==> config.mk <==
export PLATFORM = sky130hd
export DESIGN_NAME = serial_frame_tx
export DESIGN_NICKNAME = d
export VERILOG_FILES = /design/src/rtl/serial_frame_tx.sv
export SDC_FILE = /design/constraint.sdc
export NUM_CORES = 1
export LEC_CHECK = 0
export CORE_MARGIN = 3
export CORE_UTILIZATION = 53
export CTS_CLUSTER_DIAMETER = 60
export CTS_CLUSTER_SIZE = 25
export DETAILED_ROUTE_END_ITERATION = 12
export PLACE_DENSITY = 0.85
export SLEW_MARGIN = 15
export SYNTH_ARGS = -nofsm -noshare
export SYNTH_HDL_FRONTEND = slang
export SYNTH_SLANG_ARGS = --single-unit
==> constraint.sdc <==
create_clock -name input_clock1_clk_1 -period 4.2 [get_ports input_clock1_clk_1]
set_clock_uncertainty 0.2 [all_clocks]
set_input_delay 0.84 -clock input_clock1_clk_1 [delete_from_list [all_inputs] [get_ports input_clock1_clk_1]]
set_output_delay 0.84 -clock input_clock1_clk_1 [all_outputs]
set_load 0.02 [all_outputs]
==> src/rtl/serial_frame_tx.sv <==
// serial_frame_tx: MSB-first serial word transmitter with shift clock and latch strobe.
// Define TX_PARITY_EN to append an even-parity bit after the LSB.
module serial_frame_tx #(
  parameter int WIDTH = 8,
  parameter int DIV = 4
) (
  input  logic             input_clock1_clk_1,
  input  logic             input_push_button2_rst_2,
  input  logic [WIDTH-1:0] input_switch3_data_3,
  input  logic             input_push_button4_start_4,
  output logic             output_led1_sdata_5,
  output logic             output_led2_sclk_6,
  output logic             output_led3_latch_7,
  output logic             output_led4_busy_8
);
`ifdef TX_PARITY_EN
  localparam int N = WIDTH + 1;
`else
  localparam int N = WIDTH;
`endif
  localparam int PW = $clog2(DIV) + 1;
  localparam int BW = $clog2(N) + 1;
  typedef enum logic [1:0] {IDLE, SHIFT_LO, SHIFT_HI, LATCH} state_t;
  state_t r_state, w_next;
  logic [PW-1:0] r_phase;
  logic [BW-1:0] r_bits;
  logic [N-1:0] r_shift, w_load;
  logic r_start_q;
  logic w_start_edge, w_phase_done, w_load_en, w_shift_en;
  assign w_start_edge = input_push_button4_start_4 & ~r_start_q;
  assign w_phase_done = r_phase == PW'(DIV - 1);
  assign w_load_en = (r_state == IDLE) && w_start_edge;
  assign w_shift_en = (r_state == SHIFT_HI) && w_phase_done && (r_bits != '0);
`ifdef TX_PARITY_EN
  assign w_load = {input_switch3_data_3, ^input_switch3_data_3};
`else
  assign w_load = input_switch3_data_3;
`endif
  always_ff @(posedge input_clock1_clk_1) begin
    if (input_push_button2_rst_2) r_state <= IDLE;
    else r_state <= w_next;
  end
  always_comb begin
    w_next = r_state;
    case (r_state)
      IDLE:     w_next = w_start_edge ? SHIFT_LO : IDLE;
      SHIFT_LO: w_next = w_phase_done ? SHIFT_HI : SHIFT_LO;
      SHIFT_HI: w_next = !w_phase_done ? SHIFT_HI : (r_bits == '0 ? LATCH : SHIFT_LO);
      default:  w_next = w_phase_done ? IDLE : LATCH;
    endcase
  end
  always_comb begin
    output_led1_sdata_5 = r_shift[N-1];
    output_led2_sclk_6  = r_state == SHIFT_HI;
    output_led3_latch_7 = r_state == LATCH;
    output_led4_busy_8  = r_state != IDLE;
  end
  // start_q resets high so a button held through reset is not seen as an edge
  always_ff @(posedge input_clock1_clk_1) begin
    if (input_push_button2_rst_2) begin
      r_start_q <= 1'b1;
      r_phase   <= '0;
      r_bits    <= '0;
      r_shift   <= '0;
    end else begin
      r_start_q <= input_push_button4_start_4;
      r_phase   <= (w_next != r_state || r_state == IDLE) ? '0 : r_phase + 1'b1;
      if (w_load_en) begin
        r_shift <= w_load;
        r_bits  <= BW'(N - 1);
      end else if (w_shift_en) begin
        r_shift <= r_shift << 1;
        r_bits  <= r_bits - 1'b1;
      end
    end
  end
endmodule

# Word-level counts from Yosys, hierarchy flattened
# Cells that the tools add are included.
[op_classes]
n_eq_ne = 5
mux = 10
addsub = 2
reduce_logical = 11
bitwise_logic = 2
[ops]
columns = ["operator", "n"]
rows = [
  ["8-bit 2-to-1 mux", 2],
  ["2-bit 2-to-1 mux", 4],
  ["3-bit 2-to-1 mux", 2],
  ["2-bit case mux with 3 select lines", 1],
  ["2-bit == test (second input constant)", 2],
  ["4-bit logical NOT", 1],
  ["2-bit nonzero test", 2],
  ["4-bit nonzero test", 1],
  ["2-bit OR reduction", 2],
  ["4-bit by 1-bit subtractor with 4-bit output (second input constant)", 1],
  ["3-bit by 1-bit adder with 3-bit output (second input constant)", 1],
  ["3-bit by 2-bit == test with 1-bit output (second input constant)", 1],
  ["1-bit logical AND", 3],
  ["2-bit by 1-bit == test with 1-bit output (second input constant)", 1],
  ["2-bit logical NOT", 1],
  ["2-bit inequality test", 1],
  ["1-bit AND", 1],
  ["1-bit logical OR", 1],
  ["1-bit 2-to-1 mux", 1],
  ["1-bit NOT", 1],
]
[totals]
in_bits = 11
elab_cells = 36
out_inout_bits = 4
register_bits = 18

# Longest topological paths before layout
# Gate-level depths: netlist of the first run.
[depth]
word_depth = 7
ltp_mapped = 6

# Worst setup path before layout of the first run
# Ideal clock, no wire load.
[synth_path]
path_kind = "input-to-reg"
from = "input port input_push_button4_start_4"
to = "register r_bits[2]"
setup_ps = 64
path_stages = 4
n_path_buf = 1
required_time_ps = 3936
path_slack_ps = 2234
t_arrival_ps = 1702
path_cell_list = "or4b_4 -> buf_6 -> a41o_1 -> nor2_1"
[synth_via]
elab_chain_cells = 3
word_cells_on_any_way = 4
classes_between = "1 x mux; 1 x bitwise; 2 x reduce/logical"
[synth_lines]
columns = ["element", "line_no", "rtl"]
rows = [
  ["start: declaration", "10", "input logic input_push_button4_start_4,"],
  ["1-bit AND (*)", "30", "assign w_start_edge = input_push_button4_start_4 & ~r_start_q;"],
  ["1-bit logical AND (*)", "32", "assign w_load_en = (r_state == IDLE) && w_start_edge;"],
  ["3-bit 2-to-1 mux or 2-bit nonzero test (tied branches)", "-", ""],
  ["end signal: assignment", "70", "r_bits <= BW'(N - 1);"],
  ["end signal: assignment", "73", "r_bits <= r_bits - 1'b1;"],
  ["end: declaration", "26", "logic [BW-1:0] r_bits;"],
]
# Mark *: on every way between the ends. The rest lies on a longest branch, timed or not.
# A chain may end at the register's enable or synchronous reset.

# Worst setup path after layout of the first run
[layout_path]
from = "input port r_state[0]"
to = "output port output_led3_latch_7"
[layout_via]
elab_chain_cells = 1
[layout_lines]
columns = ["element", "line_no", "rtl"]
rows = [
  ["start: declaration", "24", "state_t r_state, w_next;"],
  ["2-bit == test", "55", "output_led3_latch_7 = r_state == LATCH;"],
  ["end: declaration", "13", "output logic output_led3_latch_7,"],
]
# No other way between the ends.

==> results_dict.tcl, run 1 <==
set metrics [dict create \
    status "completed" \
    fin_tns_setup_ns 0 \
    post-route-drc-count 0 \
    wl_met3_um 75 \
    period_share 0.630 \
    critPathMaxStageDelay_ns 0.60 \
    holdBufCountCts 0 \
    rsz0062_at_grt "false" \
    drt-initial-drc-count 12 \
    yosysSeqAreaShare 0.418 \
    dr_total_vias 732 \
    p_leak_nw 0.358 \
    insertion_delay_ns 0.29 \
    hold_viol 0 \
    fill_cells 107 \
    finalSetupViolations 0 \
    grt_overflow 0 \
    core_um2 1420 \
    cts_setup_buffers 0 \
    port_buffers 14 \
    die_h_um 46.3 \
    wire_per_inst_um 15.5 \
    required_ns 3.16 \
    nets 116 \
    worst_pin_slew_ns 0.613 \
    power_mw 0.308 \
    period_minus_slack_ns 2.64 \
    synth_top_area_frac 0.418 \
    yosysMostFrequentCell "dfxtp_1" \
    synth_cell_type_count 30 \
    cts_tree "done" \
    first_pass_iters 4 \
    multi_input_area_um2 432 \
    holdPathStages 1 \
    synth.area.top_cells "dfxtp_1 (42%), a32oi_1 (7.1%), o211ai_1 (7.0%)" \
    r2r-end "r_bits[3]" \
    maxCapViolCount 0 \
    critPathMaxFanout 10 \
    gp_congestion 0.748 \
    start_util 0.609 \
    clk_pin_slew_worst_paths_ns 0.09 \
    clock_sinks 18 \
    arrival_ns 1.60 \
    reg2reg_depth 5 \
    critPathCaptureType "output port" \
    cts-resized-gates 0 \
    ir_drop_v 0.000220 \
    syn_inst 90 \
    critical_path_class "reg -> out" \
    htreeDepth 1 \
    grt_use_total 0.193 \
    max_freq_ghz 0.378 \
    r2r_slack_ns 1.97 \
    ant_nets 0 \
    top_layer_used "met4" \
    whs_ns 0.228 \
    r2r_start "r_phase[0]" \
    cts_root_buffer "clkbuf_4" \
    numCtsBuffers 3 \
    dpl.hpwl_um 1210 \
    synth_nets 104 \
    relSlewSlack 0.590 \
    die_area_um2 2150 \
    syn-cell-area_um2 862 \
    hold_end "r_phase[0]" \
    syn2layout_area_growth_pct 16.0 \
    worst_setup_path_start_kind "register" \
    ys_seq_elements 18 \
    hp-class "reg -> reg" \
    seq_area_um2 360 \
    drt-met1-wl_um 839 \
    synth_edf_count 0 \
    grt_pass1_wl_um 2900 \
    routed-wl-met2_um 832 \
    async_flop_share 0 \
    syn_avg_cell_area_um2 9.58 \
    grt_max_degree 17 \
    placementRows 13 \
    synthFlopType "dfxtp_1" \
    synth_top_cell_by_area "dfxtp_1" \
    drive_gt1_frac 0.0900 \
    diodes 0 \
    die_w_um 46.3 \
    grt_pass1_vias 667 \
    min_from "r_phase[0]" \
    cts.path.max_buffers 2 \
    cp_slowest_cell "clkdlybuf4s50_1" \
    worstPathCellList "and2_1 -> clkdlybuf4s50_1" \
    antenna_found_initial 0 \
    synth_common_cells "dfxtp_1 (18), a21oi_1 (9), o211ai_1 (8)" \
    yosysWarnings 0 \
    powerDensity_nw_per_um2 308 \
    drv_slew 0 \
    via_per_inst 6.37 \
    boundaryPins 15 \
    routed_wl_um 1780 \
]
[worst max-delay path, delay by kind of cell, from the launching register on]
family | cells | cell delay [ns]
buffers and inverters | 1 | 0.60
flip-flops | 1 | 0.52
AND/OR/NAND/NOR | 1 | 0.19
[stage by stage]
step | setup WS, ns | cell area [µm²] | util | cells
final | 1.56 | 1000 | 0.706 | 115
after global routing | 1.47 | 1000 | 0.706 | 115
after CTS | 1.54 | 1000 | 0.706 | 115
after detailed placement | 1.75 | 977 | 0.691 | 112
after global placement | 1.77 | 977 | 0.691 | 112
after floorplan | 2.23 | 862 | - | 90
[routing by layer]
metal | track usage | up-vias
met1 | 0.249 | 343
met2 | 0.291 | 17
met4 | 0.0852 | 0
met3 | 0.0586 | 5
met5 | 0 | -
li1 | - | 367
[state kept, by name, summed over array words and instances, names as in the netlist]
signal,flops
r_shift,8
r_bits,4
r_phase,3
r_state,2
r_start_q,1
[layout make-up]
| type | instances | share of cell area |
|---|---|---|
| Multi-Input combinational cell | 59 | 0.432 |
| Sequential cell | 18 | 0.360 |
| Timing Repair Buffer | 15 | 0.148 |
| Clock buffer | 3 | 0.0225 |
| Inverter | 5 | 0.0188 |
| Tap cell | 15 | 0.0188 |
[power breakdown]
part / internal, mW / total, mW / switching [mW]
Sequential: 0.176 / 0.181 / 0.00475
Clock: 0.0334 / 0.0850 / 0.0517
Combinational: 0.0207 / 0.0418 / 0.0212
Total: 0.230 / 0.308 / 0.0776
[placed cells by master (no fill, tap or decap), drive strengths merged, types with 2 or more instances in the layout]
| master | n |
|---|---|
| a211oi | 6 |
| a21oi | 9 |
| a32oi | 7 |
| clkbuf | 3 |
| clkdlybuf4s50 | 14 |
| dfxtp | 18 |
| ha | 3 |
| inv | 5 |
| nor2 | 6 |
| nor3 | 2 |
| o211ai | 8 |
| or3 | 2 |
[logic make-up (layout without fill, tap and decap cells)]
logic type,count (synthesis),in the layout,synth area share
buf+inv,13,23,0.0813
compound gates,35,35,0.293
flops,18,18,0.418
simple gates,21,21,0.164
fa+ha+maj,3,3,0.0435
[worst max-delay path by stage]
stage	from	to	slack (ns)	cells after the start
floorplan	input_push_button4_start_4	r_bits[2]	2.23	4
global placement	input_push_button4_start_4	r_bits[2]	1.77	4
detailed placement	input_push_button4_start_4	r_bits[2]	1.75	4
CTS	r_state[0]	output_led3_latch_7	1.54	2
global route	r_state[0]	output_led3_latch_7	1.47	2
finish	r_state[0]	output_led3_latch_7	1.56	2
No activity file was read; power rests on OpenSTA's default activity.
==> inputs of run 2 (changes only) <==
--- a/config.mk
+++ b/config.mk
@@ -6,11 +6,11 @@
 export NUM_CORES = 1
 export LEC_CHECK = 0
 export CORE_MARGIN = 3
-export CORE_UTILIZATION = 53
+export CORE_UTILIZATION = 45
 export CTS_CLUSTER_DIAMETER = 60
 export CTS_CLUSTER_SIZE = 25
 export DETAILED_ROUTE_END_ITERATION = 12
-export PLACE_DENSITY = 0.85
+export PLACE_DENSITY = 0.77
 export SLEW_MARGIN = 15
 export SYNTH_ARGS = -nofsm -noshare
 export SYNTH_HDL_FRONTEND = slang
==> constraint.sdc (replaced) <==
create_clock -name input_clock1_clk_1 -period 2.2 [get_ports input_clock1_clk_1]
set_clock_uncertainty 0.2 [all_clocks]
set_input_delay 0.44 -clock input_clock1_clk_1 [delete_from_list [all_inputs] [get_ports input_clock1_clk_1]]
set_output_delay 0.44 -clock input_clock1_clk_1 [all_outputs]
set_load 0.02 [all_outputs]
==> results_dict.tcl, run 2 (synthesis gave the netlist of run 1 again) <==
set metrics [dict create \
    status "completed" \
    cts_setup_buffers 0 \
    port_buffers 14 \
    powerDensity_nw_per_um2 572 \
    core_um2 1760 \
    die_area_um2 2480 \
    period_minus_slack_ns 2.13 \
    wl_met3_um 94 \
    critPathMaxStageDelay_ns 0.61 \
    reg_top3 "r_shift x8, r_bits x4, r_phase x3" \
    max_freq_ghz 0.470 \
    period_share 0.966 \
    clock_sinks 18 \
    drive_gt1_frac 0.136 \
    drt-met1-wl_um 830 \
    hold_viol 0 \
    routed_wl_um 1810 \
    worst_setup_path_start_kind "register" \
    numCtsBuffers 3 \
    gp_congestion 0.746 \
    clk_pin_slew_worst_paths_ns 0.10 \
    top_layer_used "met4" \
    dpl.hpwl_um 1260 \
    crit_family "buffers and inverters" \
    finalSetupViolations 0 \
    cts_tree "done" \
    startpoint "r_state[1]" \
    r2r-end "r_bits[3]" \
    rsz0062_at_grt "false" \
    die_w_um 49.8 \
    path_buf_inv 1 \
    setup_slack_ns 0.0745 \
    drv_slew 0 \
    grt_overflow 0 \
    via_per_inst 5.78 \
    diodes 0 \
    grt_pass1_wl_um 3140 \
    largest_register_ffs 8 \
    dp_slack_ns 0.149 \
    worst_pin_slew_ns 0.531 \
    cts.path.max_buffers 2 \
    layout_commonest_cell "dfxtp_1" \
    boundaryPins 15 \
    layout.cells.most_common_list "dfxtp_1 (16), clkdlybuf4s50_1 (13), a21oi_1 (9), o211ai_1 (8), a32oi_1 (7)" \
    die_h_um 49.8 \
    r2r_start "r_bits[0]" \
    hp-class "reg -> reg" \
    syn2layout_area_growth_pct 20.6 \
    critPathCapture "output_led2_sclk_6" \
    nets 119 \
    r2r_slack_ns 0.26 \
    critical_path_class "reg -> out" \
    antenna_found_initial 0 \
    ir_drop_v 0.000313 \
    grt_pass1_vias 707 \
    first_pass_iters 1 \
    routed-wl-met2_um 850 \
    p_leak_nw 0.392 \
    critPathCaptureType "output port" \
    placementRows 15 \
    fin_tns_setup_ns 0 \
    dp.cells 125 \
    required_ns 1.56 \
    post-route-drc-count 0 \
    regMostFlops "r_shift" \
    htreeDepth 1 \
    relSlewSlack 0.645 \
    cts_root_buffer "clkbuf_4" \
    insertion_delay_ns 0.30 \
    drt-initial-drc-count 0 \
    ant_nets 0 \
    wire_per_inst_um 14.1 \
    worst-path-stages 2 \
    maxCapViolCount 0 \
    dr_total_vias 740 \
    start_util 0.489 \
    cp_slowest_cell "clkdlybuf4s50_1" \
    arrival_ns 1.49 \
    post-route-util 0.589 \
    worstPathCellList "nor2b_1 -> clkdlybuf4s50_1" \
    reg2reg_depth 5 \
    grt_use_total 0.163 \
    critPathMaxFanout 10 \
    instances_no_fill 128 \
    grt_max_degree 16 \
]
==> run 2: cell count changes in the layout (fill, tap and decap cells not counted) <==
cell and change:
buf_4 +3, dfxtp_2 +2, clkdlybuf4s50_1 -1, dfxtp_1 -2, dlymetal6s2s_1 +1
==> run 2: cell type report <==
type / instances / area, µm²
Clock buffer: 3 / 22.5
Fill cell: 174 / 724
Inverter: 5 / 18.8
Multi-Input combinational cell: 59 / 432
Sequential cell: 18 / 363
Tap cell: 25 / 31.3
Timing Repair Buffer: 18 / 173
==> run 2: per-stage QoR <==
step                      cell area, µm²  hold WS [ns]  total power, mW
after global routing                1040         0.259            0.624
after floorplan                      862         0.199            0.401
after detailed placement            1010         0.214            0.434
after global placement              1010         0.206            0.431
after CTS                           1040         0.234            0.596
final                               1040         0.237            0.595
==> run 2: worst register-to-register path, stage by stage (launching register included) <==
cell      delay, ns
dfxtp_1        0.39
inv_1          0.06
ha_1           0.24
nor3b_2        0.23
or4_1          0.53
a211oi_1       0.23
==> run 2: metal layers <==
layer	vias to the layer above	global-route usage
met5	-	0
met4	0	0.0691
met3	5	0.0423
met2	14	0.258
met1	350	0.209
li1	371	-
==> run 2: worst min-delay path by stage <==
stage	from	end	slack [ns]	cells past startpoint
2_1_floorplan	r_phase[0]	r_phase[0]	0.20	1
3_3_place_gp	r_phase[0]	r_phase[0]	0.21	1
3_5_place_dp	r_phase[0]	r_phase[0]	0.21	1
4_1_cts	r_phase[0]	r_phase[0]	0.23	1
5_1_grt	r_phase[0]	r_phase[0]	0.26	1
6_report	r_phase[0]	r_phase[0]	0.24	1
==> run 2: timing repair <==
action | 4_1_cts | 5_1_grt
hold buffers | 0 | 0
cloned | 0 | 0
resized for setup | 2 | 1
endpoints found under the setup margin | 3 | 1
==> run 2: power by group <==
group / switching (mW) / leakage, nW / internal [mW]
sequential: 0.00927 / 0.147 / 0.337
clock: 0.103 / 0.0138 / 0.0639
combinational: 0.0401 / 0.231 / 0.0416
==> inputs of run 3 (changes only) <==
--- a/config.mk
+++ b/config.mk
@@ -5,13 +5,13 @@
 export SDC_FILE = /design/constraint.sdc
 export NUM_CORES = 1
 export LEC_CHECK = 0
+export CAP_MARGIN = 20
 export CORE_MARGIN = 3
 export CORE_UTILIZATION = 45
 export CTS_CLUSTER_DIAMETER = 60
 export CTS_CLUSTER_SIZE = 25
 export DETAILED_ROUTE_END_ITERATION = 12
 export PLACE_DENSITY = 0.77
-export SLEW_MARGIN = 15
 export SYNTH_ARGS = -nofsm -noshare
 export SYNTH_HDL_FRONTEND = slang
 export SYNTH_SLANG_ARGS = --single-unit
==> results of run 3 <==
No change in the layout: final DEF, timing and power equal those of run 2.
